**config.mk**
```make
export PLATFORM = sky130hd
export DESIGN_NAME = distributor_2bits
export DESIGN_NICKNAME = d
export VERILOG_FILES = /design/src/rtl/distributor_2bits_pkg.sv /design/src/rtl/distributor_2bits_slot_counter.sv /design/src/rtl/distributor_2bits.sv
export SDC_FILE = /design/constraint.sdc
export NUM_CORES = 1
export LEC_CHECK = 0
export CAP_MARGIN = 40
export CORE_UTILIZATION = 49
export DETAILED_ROUTE_END_ITERATION = 8
export MAX_ROUTING_LAYER = met4
export PLACE_DENSITY_LB_ADDON = 0.2
export SLEW_MARGIN = 10
export SYNTH_ARGS = -nofsm -noshare
export SYNTH_HDL_FRONTEND = slang
export SYNTH_SLANG_ARGS = --single-unit
```
**constraint.sdc**
```tcl
create_clock -name clk -period 1.8 [get_ports clk]
set_clock_uncertainty 0.15 [all_clocks]
set_input_delay 0.36 -clock clk [delete_from_list [all_inputs] [get_ports clk]]
set_output_delay 0.36 -clock clk [all_outputs]
set_load 0.02 [all_outputs]
```
**src/rtl/distributor_2bits_pkg.sv**
```systemverilog
// Shared slot arithmetic and defaults for the 1:4 byte distributor.
`default_nettype none

package distributor_2bits_pkg;

  localparam int SLOT_W        = 2;
  localparam int NSLOTS        = 4;
  localparam int DEFAULT_WIDTH = 8;

  typedef logic [SLOT_W-1:0] slot_t;

  localparam slot_t LAST_SLOT = slot_t'(NSLOTS - 1);

  function automatic logic is_last_slot(input slot_t s);
    return s == LAST_SLOT;
  endfunction

endpackage

`default_nettype wire

```
**src/rtl/distributor_2bits_slot_counter.sv**
```systemverilog
// Two-bit write-slot counter with a one-cycle wrap pulse when slot 3 advances to 0.
`default_nettype none

module slot_counter_2bits
  import distributor_2bits_pkg::*;
(
  input  logic  clk,
  input  logic  reset,
  input  logic  EN,
  input  logic  CLR,
  output slot_t counter,
  output logic  OV
);

  always_ff @(posedge clk) begin
    if (!reset) begin
      counter <= '0;
      OV      <= 1'b0;
    end else if (CLR) begin
      counter <= '0;
      OV      <= 1'b0;
    end else begin
      OV <= EN && is_last_slot(counter);
      if (EN) begin
        counter <= counter + slot_t'(1);
      end
    end
  end

endmodule

`default_nettype wire

```
**src/rtl/distributor_2bits.sv**
```systemverilog
// 1:4 byte distributor: collects four accepted bytes and presents them as one
// parallel group on a valid/ready output handshake.
`default_nettype none

module distributor_2bits
  import distributor_2bits_pkg::*;
#(
  parameter int WIDTH = DEFAULT_WIDTH
) (
  input  logic             clk,
  input  logic             reset,
  input  logic             CLR,
  input  logic             in_valid,
  input  logic [WIDTH-1:0] in_data,
  output logic             in_ready,
  output logic             out_valid,
  input  logic             out_ready,
  output logic [WIDTH-1:0] number1,
  output logic [WIDTH-1:0] number2,
  output logic [WIDTH-1:0] number3,
  output logic [WIDTH-1:0] number4,
  output slot_t            slot,
  output logic             OV
);

  logic             accept;
  logic             last;
  logic [WIDTH-1:0] collect0;
  logic [WIDTH-1:0] collect1;
  logic [WIDTH-1:0] collect2;

  assign last = is_last_slot(slot);

  // Only the final byte of a group needs a free output stage; slots 0..2 keep filling.
  assign in_ready = reset && !CLR && !(last && out_valid && !out_ready);
  assign accept   = in_valid && in_ready;

  slot_counter_2bits u_slot_counter (
    .clk     (clk),
    .reset   (reset),
    .EN      (accept),
    .CLR     (CLR),
    .counter (slot),
    .OV      (OV)
  );

  always_ff @(posedge clk) begin
    if (!reset) begin
      collect0 <= '0;
      collect1 <= '0;
      collect2 <= '0;
    end else if (accept) begin
      case (slot)
        2'd0:    collect0 <= in_data;
        2'd1:    collect1 <= in_data;
        2'd2:    collect2 <= in_data;
        default: ;
      endcase
    end
  end

  // A completing group takes priority over consumption so back-to-back groups keep out_valid high.
  always_ff @(posedge clk) begin
    if (!reset) begin
      number1   <= '0;
      number2   <= '0;
      number3   <= '0;
      number4   <= '0;
      out_valid <= 1'b0;
    end else if (accept && last) begin
      number1   <= collect0;
      number2   <= collect1;
      number3   <= collect2;
      number4   <= in_data;
      out_valid <= 1'b1;
    end else if (out_valid && out_ready) begin
      out_valid <= 1'b0;
    end
  end

endmodule

`default_nettype wire

```
==> impl_metrics.csv, run 1 <==
group,metric,value,unit
yosys,avgSynthCellArea,10.4,µm²
die,coreArea,4380,µm²
global_route,antenna_found_initial,0,
timing,slew_viol_final,0,
yosys,seq_area_frac_synth,53.5,%
timing,period_minus_slack,1.74,ns
worst_setup_path,slowest_delay,0.35,ns
pwr,p_switching,0.000575,W
timing,max-slew-margin-rel,64.7,%
yosys,synth_cell_types,19,
yosys,syn_inst,216,
clock_network,ctsHoldBuffers,0,
worst_setup_path,required,1.29,ns
pwr,peakVddDrop,516,µV
placement,pre_cts_slack,-0.379,ns
timing,worst_slew_pin_slew,0.529,ns
clock_network,clkSlewWorstSetupHoldPaths,0.06,ns
worst_setup_path,worstSetupEndpointType,"output port",
timing,fmax,576,MHz
die,start_util,51.3,%
timing,fin_crit_sh,96.4,%
layout,synthToLayoutAreaGrowth,36.6,%
route,drtIter0Drc,79,
yosys,synth_seq_cells,60,
global_route,met1_usage,24.2,%
yosys,syn-num-nets,233,
route,routedWlPerCell,12.7,µm
worst_hold_path,hold_path_class,"primary input to flop",
yosys,ys_top_cells_by_area,"dfxtp_1 53%, mux2i_1 25%, nand2_1 11%, ha_1 2.2%, buf_6 1.5%",
run_status,status,"finished, final reports clean",
route,post-route-drc-count,0,
layout,drive_gt1_share,12.9,%
worst_setup_path,cp_max_fo,2,
route,ant_nets,0,
pwr,internal_power,0.00192,W
die,die_h,69.7,µm
global_route,met2_usage,28.0,%
pwr,clkPwrFrac,41.5,%
timing,hold_viol,0,
global_route,grt_pass1_wl,7040,µm
yosys,yosysWarnings,0,
die,rows,24,
worst_setup_path,startpoint_type,"flop",
worst_hold_path,hp-start,"out_ready",
worst_setup_path,critPathSlowestCell,"dfxtp_2",
placement,port_buffers,49,
layout,layout.nets,290,
pwr,pwr-share-seq,53.8,%
global_route,met3_usage,6.83,%
global_route,gr-total-overflow,0,
placement,hpwl,2700,µm
yosys,syn_area,2250,µm²
timing,setup_violations,0,
route,vias_per_cell,4.88,
layout,fillers,355,
worst_setup_path,critPathTopFamily,"flip-flops",
die,die_area,4860,µm²
route,drt_first_pass_iters,4,
clock_network,htreeDepth,3,
timing,rsz0062_at_grt,"no",
placement,place_congestion,0.697,
job,maxCapViolCount,0,
clock_network,cts_sinks,60,
pwr,combinationalPowerShare,4.7,%
pwr,p_per_area,813,nW/µm²
layout,antenna_cells,0,
die,top_level_ports,50,
worst_setup_path,reg2reg_from,"u_slot_counter.counter[0]$_SDFFE_PP0N_",
worst_setup_path,path_class,"flop to output port",
global_route,grt_pass1_vias,1541,
clock_network,numCtsBuffers,9,
layout,seqCellArea,1200,µm²
clock_network,cts.path.max_buffers,2,
route,drt_wl_total,4200,µm
yosys,synth_top_area_share,53.5,%
worst_setup_path,startpoint,"u_slot_counter.counter[0]$_SDFFE_PP0N_",
worst_setup_path,cp_cell_sequence,"ha_4 -> nand3b_1 -> and2_4 -> buf_6",
clock_network,cts-root-buf,"clkbuf_8",
clock_network,clk_latency,0.34,ns
timing,worst_slack,0.0646,ns
timing,setup_tns,0,ns
global_route,gr-max-usage-layer,"met2",
yosys,synth_top_area_cell,"dfxtp_1",
pwr,swShare,23.1,%
die,fp.dieW,69.7,µm
clock_network,cts_tree,"done",
global_route,track_usage,19.7,%
global_route,grt_max_degree,66,
route,vias,1610,
worst_setup_path,worst_ep_arrival_time,1.23,ns
worst_setup_path,timing.critical_path.buf_inv,1,
layout,multi_input_area,972,µm²
pwr,leakagePower,1.82,nW
## metrics by stage
stage | hold WS, ns | cells | utilization (%) | instance area (µm²) | total power (W)
final | 0.216 | 330 | 70.0 | 3070 | 0.00250
after CTS | 0.310 | 330 | 68.1 | 2990 | 0.00253
after global placement | 0.295 | 314 | 64.8 | 2840 | 0.00149
after detailed placement | 0.301 | 314 | 64.8 | 2840 | 0.00149
after global routing | 0.270 | 330 | 70.0 | 3070 | 0.00260
after floorplan | 0.292 | 216 | - | 2250 | 0.00143
## logic make-up (layout without fill, tap and decap cells)
group                      Yosys count  count (layout)  share of synthesized area (%)
muxes                               57              57                           25.4
and+or+nand+nor                     76              76                           14.0
buffers and inverters               17              79                           4.23
adders and majority gates            4               4                           2.23
AOI/OAI and AO/OA                    2               2                          0.724
DFF                                 60              60                           53.5
## power by group through the flow
stage,Combinational (W),Sequential (W),Clock [W]
floorplan,0.0000561,0.00137,0
global placement,0.000118,0.00137,0
detailed placement,0.000118,0.00137,0
CTS,0.000116,0.00134,0.00107
global route,0.000128,0.00134,0.00113
finish,0.000117,0.00134,0.00104
## registers in the layout, summed over array words and instances, names as in the netlist
signal,cells
number2,8
collect1,8
collect0,8
number3,8
u_slot_counter.OV,1
number4,8
number1,8
collect2,8
out_valid,1
u_slot_counter.counter,2
## cell usage after synthesis
cell,count
nand3_1,1
nand2b_1,1
nand2_1,66
nand3b_1,1
inv_2,1
and3_1,4
buf_6,3
clkbuf_1,6
a21boi_1,1
a31o_1,1
inv_1,2
and3b_2,1
nor2b_1,1
mux2i_1,57
buf_4,1
and2_1,1
ha_1,4
buf_2,4
dfxtp_1,60
## cells in the final DEF (no fill, tap or decap), types with 2 or more instances in the layout
cell / instances
nand2_1: 66
dlymetal6s2s_1: 23
inv_1: 2
dfxtp_2: 2
buf_12: 3
ha_1: 3
clkdlybuf4s50_1: 11
mux2i_1: 57
buf_4: 8
clkinv_2: 4
clkbuf_8: 10
and3_1: 3
dfxtp_1: 58
dlygate4sd2_1: 13
## per-layer routing
| metal | routed length [µm] | vias up |
|---|---|---|
| li1 | - | 825 |
| met1 | 2050 | 732 |
| met2 | 1810 | 42 |
| met3 | 229 | 11 |
| met4 | 114 | 0 |
| met5 | 0 | - |
## final cells by class
| class | count | share of cell area [%] |
|---|---|---|
| repair buffers | 60 | 21.1 |
| flip-flops and latches | 60 | 39.2 |
| clock buffers | 11 | 4.61 |
| well taps | 52 | 2.12 |
| multi-input cells | 139 | 31.7 |
| clock inverters | 5 | 0.897 |
| inverters | 3 | 0.367 |
## worst register-to-register path: stages (launching register included)
cell and delay [ns]:
dfxtp_2 0.33, ha_4 0.15, nand3b_1 0.11, buf_4 0.14
and3_1 0.49, mux2i_1 0.24
## path summary, 6_finish.rpt
path,end,slack [ns],cells past startpoint
worst max register to register,collect0[1]$_SDFFE_PN0P_,0.10,5
worst max-delay path,in_ready,0.06,4
worst min register to register,number4[1]$_SDFFE_PN0P_,0.31,2
worst min-delay path,out_valid$_SDFFE_PN0P_,0.22,3
## repair_timing
item                                    4_1_cts  5_1_grt
setup buffers                                 0        0
endpoints found under the setup margin       14       45
resized for setup                            17       31
pin swaps                                     0        1
Note: power is estimated with default switching activity, not from simulation.
==> run 2, diff against run 1 <==
- CTS_CLUSTER_DIAMETER: default -> 60
- SKIP_LAST_GASP: default -> 1
- SYNTH_HIERARCHICAL: default -> 1
==> run 2 against run 1 <==
Compared with the run above:
- global-route usage rose by 1.6 points
- register-to-register slack improved by 0.04 ns
- count of clock-buffer cells in the layout did not move
- critical path depth fell by 1
- cell count rose by 3.0%
- core utilization rose by 1.2 points
- first-iteration DRC count rose by 18%
- setup slack got worse by 0.044 ns
- sequential power barely moved
- total power rose by 11%
- synthesized cell count rose by 2.8%
- largest cell class unchanged
- highest routed layer unchanged
==> impl_metrics.csv, run 2 <==
group,metric,value,unit
run_status,status,"finished, final reports clean",
placement,port_buffers,49,
layout,fillers,349,
clock_network,htreeDepth,3,
placement,place_congestion,0.749,
die,die_h,69.8,µm
timing,worst_slew_pin_slew,0.379,ns
timing,setup_tns,0,ns
worst_setup_path,r2r_cells,6,
yosys,synth-main-ff-cell,"dfxtp_1",
yosys,synth_top_area_cell,"dfxtp_1",
die,die_area,4870,µm²
pwr,peakVddDrop,485,µV
layout,layout.nets,297,
clock_network,cts.path.max_buffers,2,
clock_network,clkSlewWorstSetupHoldPaths,0.06,ns
placement,hpwl,3040,µm
yosys,syn_inst,222,
worst_setup_path,startpoint_type,"flop",
worst_setup_path,worst_ep_arrival_time,1.27,ns
global_route,track_usage,21.3,%
timing,slew_viol_final,0,
worst_setup_path,r2r_setup_slack,0.14,ns
global_route,gr-total-overflow,0,
route,routedWlPerCell,14.1,µm
global_route,grt_pass1_vias,1629,
timing,worst_slack,0.0208,ns
timing,hold_viol,0,
pwr,p_per_area,886,nW/µm²
global_route,grt_pass1_wl,7700,µm
clock_network,clk_latency,0.33,ns
yosys,yosysMostFrequentCell,"nand2_1",
route,drt_first_pass_iters,4,
route,ant_nets,0,
worst_setup_path,required,1.29,ns
global_route,antenna_found_initial,0,
die,start_util,51.4,%
worst_setup_path,worstSetupEndpointType,"output port",
die,coreArea,4380,µm²
worst_setup_path,r2r_end,"number4[2]$_SDFFE_PN0P_",
die,top_level_ports,50,
die,fp.dieW,69.8,µm
clock_network,cts_tree,"done",
worst_setup_path,cp_max_fo,2,
clock_network,cts_sinks,60,
pwr,leakagePower,1.53,nW
yosys,syn-num-nets,236,
layout,instances_no_fill,340,
clock_network,cts-root-buf,"clkbuf_8",
timing,fin_crit_sh,98.8,%
yosys,synth_top_area_share,53.3,%
timing,rsz0062_at_grt,"yes",
yosys,yosys-top-cells-count,"65 x nand2_1, 60 x dfxtp_1, 49 x mux2i_1, 8 x nand3_1, 7 x o21ai_0",
timing,fmax,562,MHz
layout,final_common_cell,"nand2_1",
route,vias,1702,
placement,pre_cts_slack,-0.536,ns
worst_hold_path,hold_path_class,"flop to flop",
layout,final_cell_mix,"65 x nand2_1, 60 x dfxtp_1, 49 x mux2i_1",
yosys,synth_seq_cells,60,
worst_setup_path,path_class,"flop to output port",
die,rows,24,
timing,period_minus_slack,1.78,ns
worst_hold_path,hp-start,"number3[3]$_SDFFE_PN0P_",
layout,antenna_cells,0,
global_route,grt_max_degree,40,
timing,setup_violations,0,
placement,place_inst,323,
layout,drive_gt1_share,13.2,%
yosys,seq_area_frac_synth,53.3,%
yosys,ys_top_cells_by_area,"dfxtp_1 53%, mux2i_1 22%, nand2_1 11%, buf_8 2.0%, nand3_1 1.8%",
clock_network,numCtsBuffers,9,
layout,synthToLayoutAreaGrowth,38.6,%
route,post-route-drc-count,0,
route,drtIter0Drc,93,
yosys,syn_area,2250,µm²
yosys,synth_cell_types,23,
route,drt_wl_total,4780,µm
yosys,avgSynthCellArea,10.2,µm²
route,vias_per_cell,5.01,
yosys,synth_edf_count,0,
yosys,yosysWarnings,6,
timing,max-slew-margin-rel,74.7,%
worst_hold_path,min_delay_path_depth,2,
job,maxCapViolCount,0,
worst_hold_path,min_to,"number3[3]$_SDFFE_PN0P_",
worst_setup_path,reg2reg_from,"out_valid$_SDFFE_PN0P_",
yosys,ys_async_sr_fraction,0,%
## run 2: how the worst max path moves through the flow
| stage | start | end | slack [ns] | depth (start not counted) |
|---|---|---|---|---|
| 2_1_floorplan | u_slot_counter/counter[1]$_SDFFE_PP0P_ | u_slot_counter/counter[1]$_SDFFE_PP0P_ | 0.06 | 5 |
| 3_3_place_gp | out_ready | in_ready | -0.52 | 4 |
| 3_5_place_dp | out_ready | in_ready | -0.54 | 4 |
| 4_1_cts | out_ready | in_ready | -0.22 | 4 |
| 5_1_grt | out_valid$_SDFFE_PN0P_ | in_ready | -0.01 | 3 |
| 6_report | out_valid$_SDFFE_PN0P_ | in_ready | 0.02 | 3 |
## run 2: where the power goes
part / internal (W) / switching [W] / total, W
registers: 0.00133 / 0.00000223 / 0.00134
clock network: 0.000810 / 0.000502 / 0.00131
logic: 0.0000517 / 0.0000660 / 0.000118
total: 0.00220 / 0.000571 / 0.00277
## run 2: kinds of logic (layout without fill, tap and decap cells)
| family | count (synthesis) | in the layout | share of synthesized area, % |
|---|---|---|---|
| simple gates | 86 | 86 | 17.2 |
| flops | 60 | 60 | 53.3 |
| mux | 49 | 49 | 21.8 |
| buf+inv | 15 | 81 | 4.27 |
| compound gates | 10 | 10 | 2.50 |
| fa+ha+maj | 1 | 1 | 0.555 |
| xor+xnor | 1 | 1 | 0.389 |
## run 2: area by class of cell
| type | instances | area, µm² | area share (%) |
|---|---|---|---|
| inverters | 1 | 3.75 | 0.120 |
| clock buffers | 11 | 141 | 4.53 |
| repair buffers | 64 | 661 | 21.2 |
| multi-input cells | 147 | 976 | 31.2 |
| well taps | 52 | 65.1 | 2.08 |
| flip-flops and latches | 60 | 1200 | 38.5 |
| clock inverters | 5 | 75.1 | 2.40 |
## run 2: per-stage QoR
stage | total power (W) | hold slack, ns | instance area, µm² | utilization [%]
after detailed placement | 0.00148 | 0.297 | 2860 | 65.2
after floorplan | 0.00142 | 0.285 | 2270 | -
after global placement | 0.00148 | 0.293 | 2860 | 65.2
final | 0.00277 | 0.304 | 3120 | 71.2
after CTS | 0.00279 | 0.309 | 3060 | 69.8
after global routing | 0.00286 | 0.315 | 3120 | 71.2
## run 2: worst max-delay path: stages, from the launching register on
cell	delay [ns]
dfxtp_1	0.32
nor2b_2	0.18
a311oi_4	0.28
buf_6	0.16
## run 2: metal layers
metal	GRT usage [%]	wire length [µm]	vias up	share of wire, %
met1	27.1	2330	792	49
met3	5.23	182	10	3.8
met2	31.5	2190	41	46
li1	-	-	859	-
met4	10.7	80	0	1.7
met5	-	0	-	0
## run 2: repair_timing
action,4_1_cts,5_1_grt
gates resized for setup,16,25
endpoints found under the hold margin,0,0
setup buffers,0,1
setup endpoints to repair,14,21
hold buffers,0,0
pin swaps,0,1
==> run 3, diff against run 2 <==
- PLACE_DENSITY: default -> 0.84
- PLACE_DENSITY_LB_ADDON: 0.2 -> default
==> run 3 against run 2 <==
Compared with the run above:
- register-to-register slack lost 0.05 ns
- total power shrank 8.9%
- first-iteration DRC count grew 72%
- critical path depth shrank 2
- sequential power is essentially flat
- highest routed layer unchanged
- routed wire length grew 5.8%
- design area grew 0.32%
==> impl_metrics.csv, run 3 (synthesis gave the netlist of run 2 again) <==
group,metric,value,unit
run_status,status,"finished, final reports clean",
timing,setup_tns,0,ns
clock_network,cts.path.max_buffers,2,
layout,layout.nets,299,
worst_setup_path,path_class,"flop to output port",
timing,slew_viol_final,0,
worst_setup_path,timing.critical_path.buf_inv,1,
pwr,p_per_area,804,nW/µm²
pwr,leakagePower,1.46,nW
die,start_util,51.4,%
worst_hold_path,hp-start,"number1[7]$_SDFFE_PN0P_",
worst_setup_path,critPathTopFamily,"buffers and inverters",
global_route,gr-total-overflow,0,
worst_setup_path,startpoint,"number3[4]$_SDFFE_PN0P_",
global_route,grt_pass1_vias,1729,
route,vias,1811,
clock_network,htreeDepth,3,
die,die_area,4870,µm²
route,vias_per_cell,5.31,
route,met3_wirelength,241,µm
layout,fillers,330,
layout,final_common_cell,"nand2_1",
global_route,grt_max_degree,37,
job,maxCapViolCount,0,
route,ant_nets,0,
global_route,track_usage,23.0,%
timing,whs,0.305,ns
pwr,peakVddDrop,756,µV
clock_network,cts_tree,"done",
route,drtIter0Drc,160,
layout,seqCellArea,1200,µm²
worst_setup_path,critPathSlowestCell,"clkdlybuf4s50_1",
timing,fin_crit_sh,98.5,%
layout,finalCoreUtilization,71.5,%
worst_setup_path,cp_cell_sequence,"clkdlybuf4s50_1",
placement,port_buffers,49,
route,top_layer,"met4",
placement,hpwl,3130,µm
pwr,power,0.00252,W
layout,final_cell_mix,"65 x nand2_1, 60 x dfxtp_1, 49 x mux2i_1",
worst_setup_path,worst_ep_arrival_time,1.26,ns
worst_setup_path,cp_max_fo,2,
route,met1_length,2280,µm
route,routedWlPerCell,14.8,µm
pwr,p_switching,0.000571,W
clock_network,clkSlewWorstSetupHoldPaths,0.06,ns
timing,max-slew-margin-rel,75.1,%
die,fp.dieW,69.8,µm
timing,setup_violations,0,
pwr,clkPwrFrac,42.3,%
layout,drive_gt1_share,13.5,%
route,post-route-drc-count,0,
worst_setup_path,slowest_delay,0.60,ns
clock_network,cts_sinks,60,
global_route,antenna_found_initial,0,
route,drt_first_pass_iters,4,
clock_network,clk_latency,0.33,ns
timing,fmax,564,MHz
timing,hold_viol,0,
worst_setup_path,worstSetupEndpointType,"output port",
timing,rsz0062_at_grt,"yes",
pwr,internal_power,0.00195,W
worst_setup_path,reg2reg_from,"u_slot_counter/counter[0]$_SDFFE_PP0P_",
pwr,pwr-share-seq,53.1,%
layout,multi_input_area,977,µm²
placement,place_congestion,0.755,
die,top_level_ports,50,
layout,synthToLayoutAreaGrowth,39.0,%
die,coreArea,4380,µm²
route,met2_length,2440,µm
clock_network,numCtsBuffers,9,
route,drt_wl_total,5060,µm
pwr,swShare,22.7,%
pwr,combinationalPowerShare,4.6,%
worst_setup_path,required,1.29,ns
worst_hold_path,hold_path_class,"flop to flop",
die,die_h,69.8,µm
clock_network,cts-root-buf,"clkbuf_8",
worst_setup_path,startpoint_type,"flop",
worst_setup_path,r2r_setup_slack,0.09,ns
global_route,grt_pass1_wl,8400,µm
timing,period_minus_slack,1.77,ns
layout,antenna_cells,0,
timing,worst_slew_pin_slew,0.369,ns
die,rows,24,
==> run 3: cell types whose count changed in the layout (fill, tap and decap cells not counted), sizes merged, moves of 2 or more <==
| cell | before | now |
|---|---|---|
| dlymetal6s2s | 21 | 18 |
| bufinv | 2 | 0 |
| clkdlybuf4s50 | 13 | 18 |
| clkbuf | 11 | 13 |
| dlygate4sd2 | 13 | 10 |
==> run 3: power groups by stage <==
stage                     combinational [W]  clock [W]  sequential, W
after floorplan                   0.0000547          0        0.00137
after global placement             0.000114          0        0.00137
after detailed placement           0.000115          0        0.00137
after CTS                          0.000115    0.00108        0.00134
after global routing               0.000126    0.00114        0.00134
final                              0.000116    0.00107        0.00134
==> run 3: cell type report <==
type	instances	share of cell area [%]
clock inverter	2	0.319
tap	52	2.08
clock buffer	13	5.07
inverter	1	0.120
multi-input combinational	147	31.2
sequential	60	38.3
timing repair buffer	66	22.9
==> run 3: path summary, 6_finish.rpt <==
path | to | cells past startpoint
min | number1[7]$_SDFFE_PN0P_ | 2
min reg2reg | number1[7]$_SDFFE_PN0P_ | 2
max | number3[4] | 1
max reg2reg | number3[0]$_SDFFE_PN0P_ | 6
==> run 3: repair_timing <==
item / in CTS / in global routing
pin swaps: 1 / 2
buffers inserted: 2 / 0
setup endpoints to repair: 45 / 39
hold buffers: 0 / 0
endpoints found under the hold margin: 0 / 0
resized for setup: 16 / 23
gates cloned: 2 / 0
==> run 3: layer usage <==
metal  vias up  GRT usage, %
met5         -             -
met4         0          12.0
met3        11          4.94
met2        64          35.8
met1       870          28.1
li1        866             -
==> run 3: per-stage QoR <==
stage	instance area (µm²)	worst slack (ns)	instances
floorplan	2270	0.0603	222
global placement	2850	-0.517	322
detailed placement	2850	-0.541	322
CTS	3080	-0.196	341
global route	3130	-0.00703	341
finish	3130	0.0277	341
